`config.mk`:
```
export PLATFORM = sky130hd
export DESIGN_NAME = wb_stage
export DESIGN_NICKNAME = d
export VERILOG_FILES = /design/src/rtl/wb_stage.sv
export SDC_FILE = /design/constraint.sdc
export NUM_CORES = 1
export LEC_CHECK = 0
export ABC_AREA = 1
export BUFFER_PORTS_ARGS = -buffer_cell sky130_fd_sc_hd__buf_4
export CAP_MARGIN = 30
export CELL_PAD_IN_SITES_DETAIL_PLACEMENT = 0
export CELL_PAD_IN_SITES_GLOBAL_PLACEMENT = 1
export CORE_MARGIN = 2
export CORE_UTILIZATION = 32
export CTS_CLUSTER_DIAMETER = 40
export CTS_CLUSTER_SIZE = 24
export DETAILED_ROUTE_END_ITERATION = 8
export PLACE_DENSITY = 0.95
export SLEW_MARGIN = 20
export SYNTH_ARGS = -nofsm -noshare
export SYNTH_HDL_FRONTEND = slang
export SYNTH_SLANG_ARGS = --single-unit
export TNS_END_PERCENT = 100
```
`constraint.sdc`:
```
create_clock -name CLK -period 3.25 [get_ports CLK]
set_input_delay 0.4875 -clock CLK [delete_from_list [all_inputs] [get_ports CLK]]
set_output_delay 0.4875 -clock CLK [all_outputs]
set_load 0.05 [all_outputs]
```
`src/rtl/wb_stage.sv`:
```
// MEM/WB writeback stage: captures retiring instructions, waits on loads, extends load data and drives the regfile write port.
// Optional load-wait timeout is enabled by defining LOAD_TIMEOUT_EN.
module wb_stage #(
  parameter int unsigned TIMEOUT_CYCLES = 200,
  parameter int unsigned TIMEOUT_W      = 8
) (
  input  logic        CLK,
  input  logic        RST_N,
  input  logic        MEM_Valid,
  output logic        WB_Ready,
  input  logic        MEM_Reg_Write,
  input  logic [4:0]  MEM_RD_Addr,
  input  logic        MEM_IRQ,
  input  logic        MEM_Is_Load,
  input  logic [2:0]  MEM_Funct3,
  input  logic [1:0]  MEM_Addr_Lo,
  input  logic [31:0] MEM_ALU_Result,
  input  logic        DMEM_RValid,
  input  logic [31:0] DMEM_RData,
  output logic [4:0]  RD_Write_Addr,
  output logic [31:0] RD_Write_Data,
  output logic        Reg_Write_Enable__EX_MEM,
  output logic        MEM_WB_Freeze,
  output logic        WB_Ctrl__IRQ,
  output logic        Fwd_Valid,
  output logic [4:0]  Fwd_Addr,
  output logic [31:0] Fwd_Data,
  output logic        Fwd_Pending,
  output logic        Load_Misalign_Err,
  output logic        Load_Timeout_Err
);

  typedef enum logic [1:0] {
    ST_EMPTY = 2'd0,
    ST_FULL  = 2'd1,
    ST_WAIT  = 2'd2
  } state_t;

  localparam logic TIMEOUT_CFG_OK = 1'(TIMEOUT_CYCLES < (1 << TIMEOUT_W));

  state_t      state_r, state_s;
  logic [4:0]  rd_addr_r, rd_addr_s;
  logic [31:0] data_r, data_s;
  logic        reg_write_r, reg_write_s;
  logic        irq_r, irq_s;
  logic [2:0]  funct3_r, funct3_s;
  logic [1:0]  lo_r, lo_s;
  logic        misalign_r, misalign_s;
  logic        timeout_err_r, timeout_err_s;
  logic        timeout_hit_s;

  function automatic logic load_misaligned(input logic [2:0] f3, input logic [1:0] lo);
    case (f3)
      3'b001, 3'b101: load_misaligned = lo[0];
      3'b010:         load_misaligned = (lo != 2'b00);
      default:        load_misaligned = 1'b0;
    endcase
  endfunction

  function automatic logic [31:0] load_extend(input logic [2:0] f3, input logic [1:0] lo,
                                              input logic [31:0] word);
    logic [7:0]  b;
    logic [15:0] h;
    b = word[{lo, 3'b000} +: 8];
    h = word[{lo[1], 4'b0000} +: 16];
    case (f3)
      3'b000:  load_extend = {{24{b[7]}}, b};
      3'b001:  load_extend = {{16{h[15]}}, h};
      3'b100:  load_extend = {24'd0, b};
      3'b101:  load_extend = {16'd0, h};
      default: load_extend = word;
    endcase
  endfunction

`ifdef LOAD_TIMEOUT_EN
  logic [TIMEOUT_W-1:0] cnt_r;

  // Counts WAIT cycles; held at zero outside WAIT so each load starts fresh.
  always_ff @(posedge CLK) begin
    if (!RST_N) begin
      cnt_r <= {TIMEOUT_W{1'b0}};
    end else if (state_r != ST_WAIT) begin
      cnt_r <= {TIMEOUT_W{1'b0}};
    end else begin
      cnt_r <= cnt_r + {{(TIMEOUT_W-1){1'b0}}, 1'b1};
    end
  end

  assign timeout_hit_s = TIMEOUT_CFG_OK && (cnt_r == TIMEOUT_W'(TIMEOUT_CYCLES - 1));
`else
  assign timeout_hit_s = 1'b0 & TIMEOUT_CFG_OK;
`endif

  // Next-state and next-register values.
  always_comb begin
    state_s       = state_r;
    rd_addr_s     = rd_addr_r;
    data_s        = data_r;
    reg_write_s   = reg_write_r;
    irq_s         = irq_r;
    funct3_s      = funct3_r;
    lo_s          = lo_r;
    misalign_s    = 1'b0;
    timeout_err_s = 1'b0;
    case (state_r)
      ST_WAIT: begin
        if (DMEM_RValid) begin
          state_s = ST_FULL;
          data_s  = load_extend(funct3_r, lo_r, DMEM_RData);
        end else if (timeout_hit_s) begin
          state_s       = ST_EMPTY;
          timeout_err_s = 1'b1;
        end else begin
          state_s = ST_WAIT;
        end
      end
      ST_EMPTY, ST_FULL: begin
        if (MEM_Valid) begin
          if (MEM_Is_Load) begin
            if (load_misaligned(MEM_Funct3, MEM_Addr_Lo)) begin
              state_s    = ST_EMPTY;
              misalign_s = 1'b1;
            end else begin
              state_s     = ST_WAIT;
              rd_addr_s   = MEM_RD_Addr;
              reg_write_s = MEM_Reg_Write;
              irq_s       = MEM_IRQ;
              funct3_s    = MEM_Funct3;
              lo_s        = MEM_Addr_Lo;
            end
          end else begin
            state_s     = ST_FULL;
            rd_addr_s   = MEM_RD_Addr;
            data_s      = MEM_ALU_Result;
            reg_write_s = MEM_Reg_Write;
            irq_s       = MEM_IRQ;
          end
        end else begin
          state_s = ST_EMPTY;
        end
      end
      default: state_s = ST_EMPTY;
    endcase
  end

  // State register.
  always_ff @(posedge CLK) begin
    if (!RST_N) begin
      state_r <= ST_EMPTY;
    end else begin
      state_r <= state_s;
    end
  end

  // Writeback payload and error pulse registers.
  always_ff @(posedge CLK) begin
    if (!RST_N) begin
      rd_addr_r     <= 5'd0;
      data_r        <= 32'd0;
      reg_write_r   <= 1'b0;
      irq_r         <= 1'b0;
      funct3_r      <= 3'd0;
      lo_r          <= 2'd0;
      misalign_r    <= 1'b0;
      timeout_err_r <= 1'b0;
    end else begin
      rd_addr_r     <= rd_addr_s;
      data_r        <= data_s;
      reg_write_r   <= reg_write_s;
      irq_r         <= irq_s;
      funct3_r      <= funct3_s;
      lo_r          <= lo_s;
      misalign_r    <= misalign_s;
      timeout_err_r <= timeout_err_s;
    end
  end

  assign WB_Ready                 = (state_r != ST_WAIT);
  assign MEM_WB_Freeze            = (state_r == ST_WAIT);
  assign RD_Write_Addr            = rd_addr_r;
  assign RD_Write_Data            = data_r;
  assign WB_Ctrl__IRQ             = irq_r;
  assign Reg_Write_Enable__EX_MEM = (state_r == ST_FULL) && reg_write_r && (rd_addr_r != 5'd0);
  assign Fwd_Valid                = Reg_Write_Enable__EX_MEM;
  assign Fwd_Addr                 = rd_addr_r;
  assign Fwd_Data                 = data_r;
  // Decode must stall on a younger reader until the load returns.
  assign Fwd_Pending              = (state_r == ST_WAIT) && reg_write_r && (rd_addr_r != 5'd0);
  assign Load_Misalign_Err        = misalign_r;
  assign Load_Timeout_Err         = timeout_err_r;

endmodule

```
==> results of run 1 <==
-- cells in the final DEF (no fill, tap or decap), drive strengths merged --
master / Yosys / routed
clkinv: 1 / 1
o21ai: 37 / 37
conb: 1 / 1
nor3: 2 / 2
clkbuf: 13 / 6
nand3: 26 / 26
nand3b: 1 / 1
inv: 34 / 34
nand2: 135 / 135
bufinv: 0 / 1
a21oi: 71 / 71
dfxtp: 47 / 47
nor2: 86 / 86
buf: 54 / 164
or2: 2 / 2
nor4: 1 / 1
nand4: 1 / 1
-- area by class of cell --
class | instances | share of cell area
tap | 133 | 0.03936
multi-input combinational | 363 | 0.3898
inverter | 35 | 0.03285
timing repair buffer | 164 | 0.2912
clock buffer | 6 | 0.01716
clock inverter | 1 | 0.007103
sequential | 47 | 0.2226
-- per-layer routing --
layer  track usage  part of all wire  vias to the layer above
met5             0                 0                        -
met4       0.03185            0.0064                        0
met3       0.04216             0.075                        4
met2        0.3155              0.47                      138
met1        0.2266              0.45                     1540
li1              -                 -                     1792
-- worst min path at each step --
stage                  endpoint  cells past startpoint  slack, ps           from
floorplan           reg_write_r                      2        480    reg_write_r
detailed placement  Fwd_Data[7]                      2        460    Fwd_Data[7]
global placement    Fwd_Data[7]                      2        460    Fwd_Data[7]
global route        funct3_r[0]                      3        430  MEM_Funct3[0]
CTS                 funct3_r[2]                      3        420  MEM_Funct3[2]
finish              funct3_r[2]                      3        430  MEM_Funct3[2]
-- tightest hold or removal path, stage by stage --
cell and delay, ps:
buf_4 90, nor2_1 40, nor2_1 80
-- state kept, by name, indices dropped and copies added, names as in the netlist --
name and count:
state_r 2, lo_r 2, Fwd_Data 32, funct3_r 3
reg_write_r 1, Load_Misalign_Err 1, Fwd_Addr 5, WB_Ctrl__IRQ 1
-- kinds of logic (layout without fill, tap and decap cells) --
family | count (synthesis) | in the layout | share of synthesized area
and+or+nand+nor | 254 | 254 | 0.3478
other | 1 | 1 | 0.001182
buffers and inverters | 102 | 206 | 0.1842
AOI/OAI and AO/OA | 108 | 108 | 0.1703
DFF | 47 | 47 | 0.2965
-- power by group --
| group | switching (mW) | total, mW | internal (mW) |
|---|---|---|---|
| clock network | 0.201 | 0.427 | 0.226 |
| logic | 0.507 | 0.746 | 0.239 |
| registers | 0.0494 | 0.672 | 0.622 |
==> out/results.tsv, run 1 <==
metric	value	unit
Core ar.	9684	µm²
final setup vio count	0	
global-route wire length before repair	16.19	mm
WP depth	8	
pwr dens	436.4	nW/µm²
Iter 0 DRT Violations	187	
post_cts resized	0	
Pre-Repair DR Iteration Count	4	
antenna cells	0	
crit start category	flip-flop	
critical-path cell list	inv_2 -> nand2_1 -> nand3_1 -> nand2_1 -> nand2_2 -> nand2_1 -> nand2_1 -> a21oi_1	
Crit. End Element	flip-flop	
CP top delay family	flip-flops	
Hold WS	425.9	ps
fillers	1015	
Routed Antenna Nets	0	
largest net degree at the start of global routing	30	
post-route cell area	4228	µm²
post-place setup slack	1231	ps
Synth cell types	29	
area grow syn2layout	33.24	%
skew final	5.918	ps
CP max stage delay	850	ps
placed cells	742	
Tcrit/Tclk final	0.6301	
slowest CP cell	dfxtp_1	
post-synth top area cell	dfxtp_1	
relative slew slack	0.4715	
number of enable flip-flop cells after synthesis	0	
net count of the finished layout	697	
grt ovf	0	
setup ws final	1202	ps
Slew Limit Fails	0	
Hold Crit Class	in2reg	
drt via density	4.638	
Final min period	2048	ps
Area contributors post-synth	dfxtp_1, nand2_1, a21oi_1, buf_4, nor2_1	
CTS root buf	clkbuf_8	
WL final	9.899	mm
Crit. Startpoint	lo_r[1]	
DP HPWL	7.748	mm
total negative slack	0	ps
Syn Nets	593	
Sequential cell area	940.9	µm²
Crit Path Category	reg2reg	
clk slew on worst S/H paths	90	ps
peak supply drop	299.5	µV
# DRC	0	
RSZ-0062 raised after global routing	no	
Die X	103.6	µm
die area	10730	µm²
Worst Setup EP	Fwd_Data[8]	
most common cell in the netlist	nand2_1	
actual slew at the worst max-slew pin	791.6	ps
Synth top area share	0.2965	
clk_lat worst skew	300	ps
H-tree depth	2	
post-CTS setup buffers	0	
Mapped Area	3173	µm²
CP dominant cell by count	nand2_1	
count of buffer and inverter cells on the critical path	1	
#FFs+latches synth	47	
share of cells above drive strength 1	0.3149	
worst r2r src	lo_r[1]	
initial antenna violation count	0	
FF-to-FF End	Fwd_Data[8]	
multi-input logic area	1648	µm²
Pwr Total	1.845	mW
Max Cap Viol	0	
crit-path max FO	26	
DIE HEIGHT	103.6	µm
sequential share of the synthesized area	0.2965	
mean area per synthesized cell	6.197	µm²
vias in the first global route	3346	
GRT Overall Usage	0.1796	
Post-synth ARST share	0	
Synth Flop Type	dfxtp_1	
outcome	completed	
Port Buffers	161	
maximum clock path buffer count	2	
Yosys warning count	0	
non-filler cells, final	749	
row count	36	
worst reg-to-reg path cell count	8	
fmax	488.3	MHz
RePlAce Congestion	0.8594	
CTS tree	built	
DR vias	3474	
Crit path required time	3480	ps
total CTS buffers	5	
Avg WL per Cell	13.22	µm
Core Util, Final	0.4366	
Placement Cell Area	4125	µm²
most frequent cells after synthesis	nand2_1, nor2_1, a21oi_1, dfxtp_1, buf_4	
Initial Util	0.3276	
Leak Pwr	2.168	nW
# IOs	163	
R2R setup slack	1200	ps
Crit path arrival time	2280	ps
TritonCTS Sinks	47	
Post-CTS Hold Buffers	0	
Syn Inst Count	512	
Hold Fails Final Rpt	0	
No activity file was read; power rests on OpenSTA's default activity.
==> inputs of run 2 (changes only) <==
--- a/config.mk
+++ b/config.mk
@@ -11,11 +11,11 @@
 export CELL_PAD_IN_SITES_DETAIL_PLACEMENT = 0
 export CELL_PAD_IN_SITES_GLOBAL_PLACEMENT = 1
 export CORE_MARGIN = 2
-export CORE_UTILIZATION = 32
+export CORE_UTILIZATION = 27
 export CTS_CLUSTER_DIAMETER = 40
 export CTS_CLUSTER_SIZE = 24
 export DETAILED_ROUTE_END_ITERATION = 8
-export PLACE_DENSITY = 0.95
+export PLACE_DENSITY = 0.89
 export SLEW_MARGIN = 20
 export SYNTH_ARGS = -nofsm -noshare
 export SYNTH_HDL_FRONTEND = slang
==> constraint.sdc (replaced) <==
create_clock -name CLK -period 1.75 [get_ports CLK]
set_input_delay 0.2625 -clock CLK [delete_from_list [all_inputs] [get_ports CLK]]
set_output_delay 0.2625 -clock CLK [all_outputs]
set_load 0.05 [all_outputs]
==> run 2 against run 1 <==
Final cell count grew 2.3%. Critical path depth down 3. Count of clock-buffer cells in the layout is the same. Sequential cell count unchanged. Via count up 2.0%. Total power rose by 95%. Clock power is 120% higher. Design area increased by 2.6%. Non-clock buffer count rose by 6. Critical endpoint is now Reg_Write_Enable__EX_MEM.
==> out/results.tsv, run 2 (synthesized netlist as in run 1, its figures left out) <==
metric	value	unit	change
outcome	completed		
Core ar.	11470	µm²	+18%
post-CTS setup buffers	0		unchanged
die area	12630	µm²	+18%
Max Cap Viol	0		unchanged
pwr dens	831.4	nW/µm²	+91%
worst r2r src	state_r[1]		
Avg WL per Cell	13.86	µm	+4.9%
vias in the first global route	3374		+0.84%
Routed Antenna Nets	0		unchanged
post-route cell area	4338	µm²	+2.6%
Port Buffers	161		unchanged
hold path startpoint	MEM_Addr_Lo[1]		
GRT Overall Usage	0.1636		-0.01600
TritonCTS Sinks	47		unchanged
DP HPWL	8.285	mm	+6.9%
crit-path max FO	20		-23%
post-place setup slack	176.7	ps	-1054 ps
Crit. End Element	output port		
Hold Crit Class	in2reg		
WHS Path Cells	3		unchanged
Slew Limit Fails	0		unchanged
total CTS buffers	5		unchanged
Crit path arrival time	1350	ps	-930 ps
commonest non-fill, non-tap cell in the layout	buf_4		
total negative slack	0	ps	unchanged
FF-to-FF End	Fwd_Data[17]		
drt via density	4.628		-0.22%
initial antenna violation count	0		unchanged
R2R setup slack	280	ps	-920 ps
largest net degree at the start of global routing	30		unchanged
grt ovf	0		unchanged
most frequent cells in the layout	buf_4, nand2_1, nor2_1, a21oi_1, dfxtp_1		
Placement Cell Area	4183	µm²	+1.4%
Iter 0 DRT Violations	265		+42%
clk_lat worst skew	290	ps	about the same
fillers	1226		+21%
crit start category	flip-flop		
Tcrit/Tclk final	0.9207		
fmax	620.6	MHz	
clk slew on worst S/H paths	70	ps	-20 ps
global-route wire length before repair	16.84	mm	+4.0%
share of cells above drive strength 1	0.3258		+0.01091
setup ws final	138.7	ps	-1063 ps
Crit path required time	1490	ps	-1990 ps
worst reg-to-reg path cell count	10		+2
skew final	4.782	ps	-1.136 ps
Hold Path End	lo_r[1]		
Pre-Repair DR Iteration Count	4		unchanged
peak supply drop	375.0	µV	+25%
CTS tree	built		
RSZ-0062 raised after global routing	no		
# DRC	0		unchanged
DR vias	3545		+2.0%
RePlAce Congestion	0.8941		+4.0%
WL final	10.62	mm	+7.3%
CTS root buf	clkbuf_16		
Post-CTS Hold Buffers	0		unchanged
# IOs	163		unchanged
final setup vio count	0		unchanged
DIE HEIGHT	112.4	µm	+8.5%
Crit Path Category	reg2out		
H-tree depth	2		unchanged
max reg flops	32		unchanged
maximum clock path buffer count	2		unchanged
antenna cells	0		unchanged
row count	39		+8.3%
area grow syn2layout	36.71	%	
net count of the finished layout	703		+0.86%
Initial Util	0.2767		-0.05094
Final min period	1611	ps	
Leak Pwr	2.218	nW	+2.3%
Hold Fails Final Rpt	0		unchanged
Die X	112.4	µm	+8.5%
-- run 2: through the flow --
stage | power, mW | util | instances | hold slack [ps]
final | 3.607 | 0.3783 | 766 | 215.0
after global placement | 2.664 | 0.3648 | 758 | 460.9
after detailed placement | 2.686 | 0.3648 | 758 | 466.3
after CTS | 3.637 | 0.3774 | 766 | 209.5
after global routing | 3.788 | 0.3783 | 766 | 240.4
after floorplan | 2.295 | - | 512 | 397.4
-- run 2: metal layers --
| layer | GRT usage | wire [µm] | up-vias | share of wire |
|---|---|---|---|---|
| li1 | - | - | 1804 | - |
| met1 | 0.2112 | 4664 | 1581 | 0.44 |
| met2 | 0.2803 | 4970 | 148 | 0.47 |
| met3 | 0.03726 | 863 | 12 | 0.081 |
| met4 | 0.03496 | 120 | 0 | 0.011 |
| met5 | 0 | 0 | - | 0 |
-- run 2: cell type report --
| cell class | count | area (µm²) | share of cell area |
|---|---|---|---|
| tap | 143 | 178.9 | 0.04125 |
| timing repair buffer | 170 | 1284 | 0.2959 |
| multi-input combinational | 363 | 1653 | 0.3810 |
| clock inverter | 2 | 12.51 | 0.002884 |
| inverter | 35 | 138.9 | 0.03202 |
| sequential | 47 | 942.2 | 0.2172 |
| clock buffer | 6 | 128.9 | 0.02971 |
-- run 2: what timing repair did --
action                     CTS  global route
setup endpoints to repair    2             3
gates resized for setup      1             3
hold endpoints to repair     0             0
-- run 2: worst max path at each step --
stage,from,endpoint,slack [ps],cells after the start
final,state_r[1],Reg_Write_Enable__EX_MEM,140,5
after CTS,state_r[1],Reg_Write_Enable__EX_MEM,40,5
after detailed placement,state_r[1],Fwd_Data[28],180,10
after global routing,lo_r[0],Fwd_Data[5],50,8
after global placement,lo_r[1],Fwd_Data[19],240,8
after floorplan,state_r[1],Reg_Write_Enable__EX_MEM,40,6
-- run 2: worst max-delay path, stage by stage, from the launching register on --
cell and delay [ps]:
dfxtp_2 370, inv_2 110, buf_8 180, nand4_1 140
inv_2 80, buf_4 190
-- run 2: where the power goes --
part / internal (mW) / total [mW] / switching (mW)
Combinational: 0.457 / 1.43 / 0.973
Clock: 0.528 / 0.943 / 0.415
Sequential: 1.16 / 1.23 / 0.0767
Total: 2.14 / 3.61 / 1.46
==> inputs of run 3 (changes only) <==
--- a/config.mk
+++ b/config.mk
@@ -15,6 +15,7 @@
 export CTS_CLUSTER_DIAMETER = 40
 export CTS_CLUSTER_SIZE = 24
 export DETAILED_ROUTE_END_ITERATION = 8
+export MAX_ROUTING_LAYER = met4
 export PLACE_DENSITY = 0.89
 export SLEW_MARGIN = 20
 export SYNTH_ARGS = -nofsm -noshare
==> run 3 against run 2 <==
Final cell count rose by 0.13%. Design area fell by 0.14%. Hold slack improved by 6.2 ps. Wire length rose by 0.25%. Clock skew barely moved. First-iteration DRC count fell by 38%. Sequential power barely moved. Via count fell by 2.1%. Core utilization fell by 0.055 points. Clock power barely moved. Setup slack got worse by 13 ps. Critical endpoint unchanged. Largest cell class unchanged. Largest power group unchanged.
==> out/results.tsv, run 3 (synthesized netlist as in run 1, its figures left out) <==
metric	value	unit	change
outcome	completed		
Avg WL per Cell	13.88	µm	+0.12%
most frequent cells in the layout	buf_4, nand2_1, nor2_1, a21oi_1, dfxtp_1		
Leak Pwr	2.218	nW	about the same
area grow syn2layout	36.51	%	
post-CTS setup buffers	0		unchanged
worst r2r src	state_r[1]		
fillers	1275		+4.0%
Die X	112.4	µm	unchanged
Hold Fails Final Rpt	0		unchanged
Port Buffers	161		unchanged
fmax	615.6	MHz	-0.81%
Crit path arrival time	1360	ps	about the same
H-tree depth	2		unchanged
Final min period	1624	ps	+13.11 ps
clk slew on worst S/H paths	70	ps	about the same
DP HPWL	8.290	mm	about the same
pwr dens	832.5	nW/µm²	+0.13%
vias in the first global route	3432		+1.7%
DIE HEIGHT	112.4	µm	unchanged
Crit path required time	1490	ps	about the same
Max Cap Viol	0		unchanged
CP dominant cell by count	inv_2		
drt via density	4.525		-2.2%
net count of the finished layout	704		+0.14%
multi-input logic area	1648	µm²	-0.30%
peak supply drop	385.2	µV	+2.7%
critical-path cell list	inv_2 -> buf_6 -> nand4_1 -> inv_2 -> buf_4		
RSZ-0062 raised after global routing	no		
total negative slack	0	ps	unchanged
crit start category	flip-flop		
max reg flops	32		unchanged
DR WL met3	664	µm	-23%
slowest CP cell	dfxtp_1		
Hold Crit Class	in2reg		
commonest non-fill, non-tap cell in the layout	buf_4		
WL final	10.65	mm	+0.25%
GRT Overall Usage	0.1702		+0.006588
# DRC	0		unchanged
total CTS buffers	5		unchanged
CTS root buf	clkbuf_16		
# IOs	163		unchanged
final setup vio count	0		unchanged
Pwr Total	3.606	mW	about the same
Crit. End Element	output port		
Post-CTS Hold Buffers	0		unchanged
met1 wire length	4.909	mm	+5.3%
clk_lat worst skew	290	ps	about the same
Pre-Repair DR Iteration Count	4		unchanged
grt ovf	0		unchanged
Core ar.	11470	µm²	unchanged
Slew Limit Fails	0		unchanged
Initial Util	0.2767		unchanged
CTS tree	built		
Top Layer Used	met4		
maximum clock path buffer count	2		unchanged
share of cells above drive strength 1	0.3237		-0.002125
crit-path max FO	20		unchanged
global-route wire length before repair	17.11	mm	+1.6%
Crit Path Category	reg2out		
Crit. Startpoint	state_r[1]		
DR vias	3471		-2.1%
initial antenna violation count	0		unchanged
CP max stage delay	380	ps	about the same
TritonCTS Sinks	47		unchanged
Routed Antenna Nets	0		unchanged
post_cts resized	0		-1
skew final	4.737	ps	-0.04496 ps
Sequential cell area	940.9	µm²	-0.13%
antenna cells	0		unchanged
DR WL met2	4.942	mm	-0.56%
hold path startpoint	MEM_Addr_Lo[0]		
die area	12630	µm²	unchanged
largest net degree at the start of global routing	30		unchanged
Tcrit/Tclk final	0.9282		+0.007491
row count	39		unchanged
RePlAce Congestion	0.8697		-2.7%
Iter 0 DRT Violations	165		-38%
run 3: final cells by class:
cell class,count,area share
clock inverters,1,0.001155
clock buffers,7,0.03062
multi-input cells,363,0.3804
well taps,143,0.04131
inverters,35,0.03206
repair buffers,171,0.2972
flip-flops and latches,47,0.2172
run 3: worst max-delay path: cells and delay by family, from the launching register on:
family	cells	cell delay, ps
simple gates	1	130
flops	1	380
buf+inv	4	570
run 3: power breakdown:
part | switching, mW | total, mW | internal [mW]
logic | 0.973 | 1.43 | 0.457
registers | 0.0756 | 1.23 | 1.16
clock network | 0.414 | 0.943 | 0.530
total | 1.46 | 3.61 | 2.14
run 3: routing by layer:
layer | global-route usage | vias to the layer above
met3 | 0.03078 | 11
met2 | 0.2847 | 121
met4 | 0.03333 | 0
met5 | - | -
met1 | 0.2170 | 1533
li1 | - | 1806
run 3: worst paths after layout:
kind	to	depth (start not counted)	slack (ps)
worst min-delay path	lo_r[0]	3	220
worst max-delay path	Reg_Write_Enable__EX_MEM	5	130
worst min register to register	Fwd_Data[26]	2	480
worst max register to register	Fwd_Data[7]	10	220
run 3: per-stage QoR:
step	hold WS (ps)	setup slack [ps]	cell area, µm²	utilization	cells
floorplan	397.4	38.75	3173	-	512
global placement	460.1	264.9	4190	0.3654	759
detailed placement	465.6	240.6	4190	0.3654	759
CTS	216.3	45.77	4328	0.3774	767
global route	234.2	58.38	4332	0.3777	767
finish	221.2	125.6	4332	0.3777	767
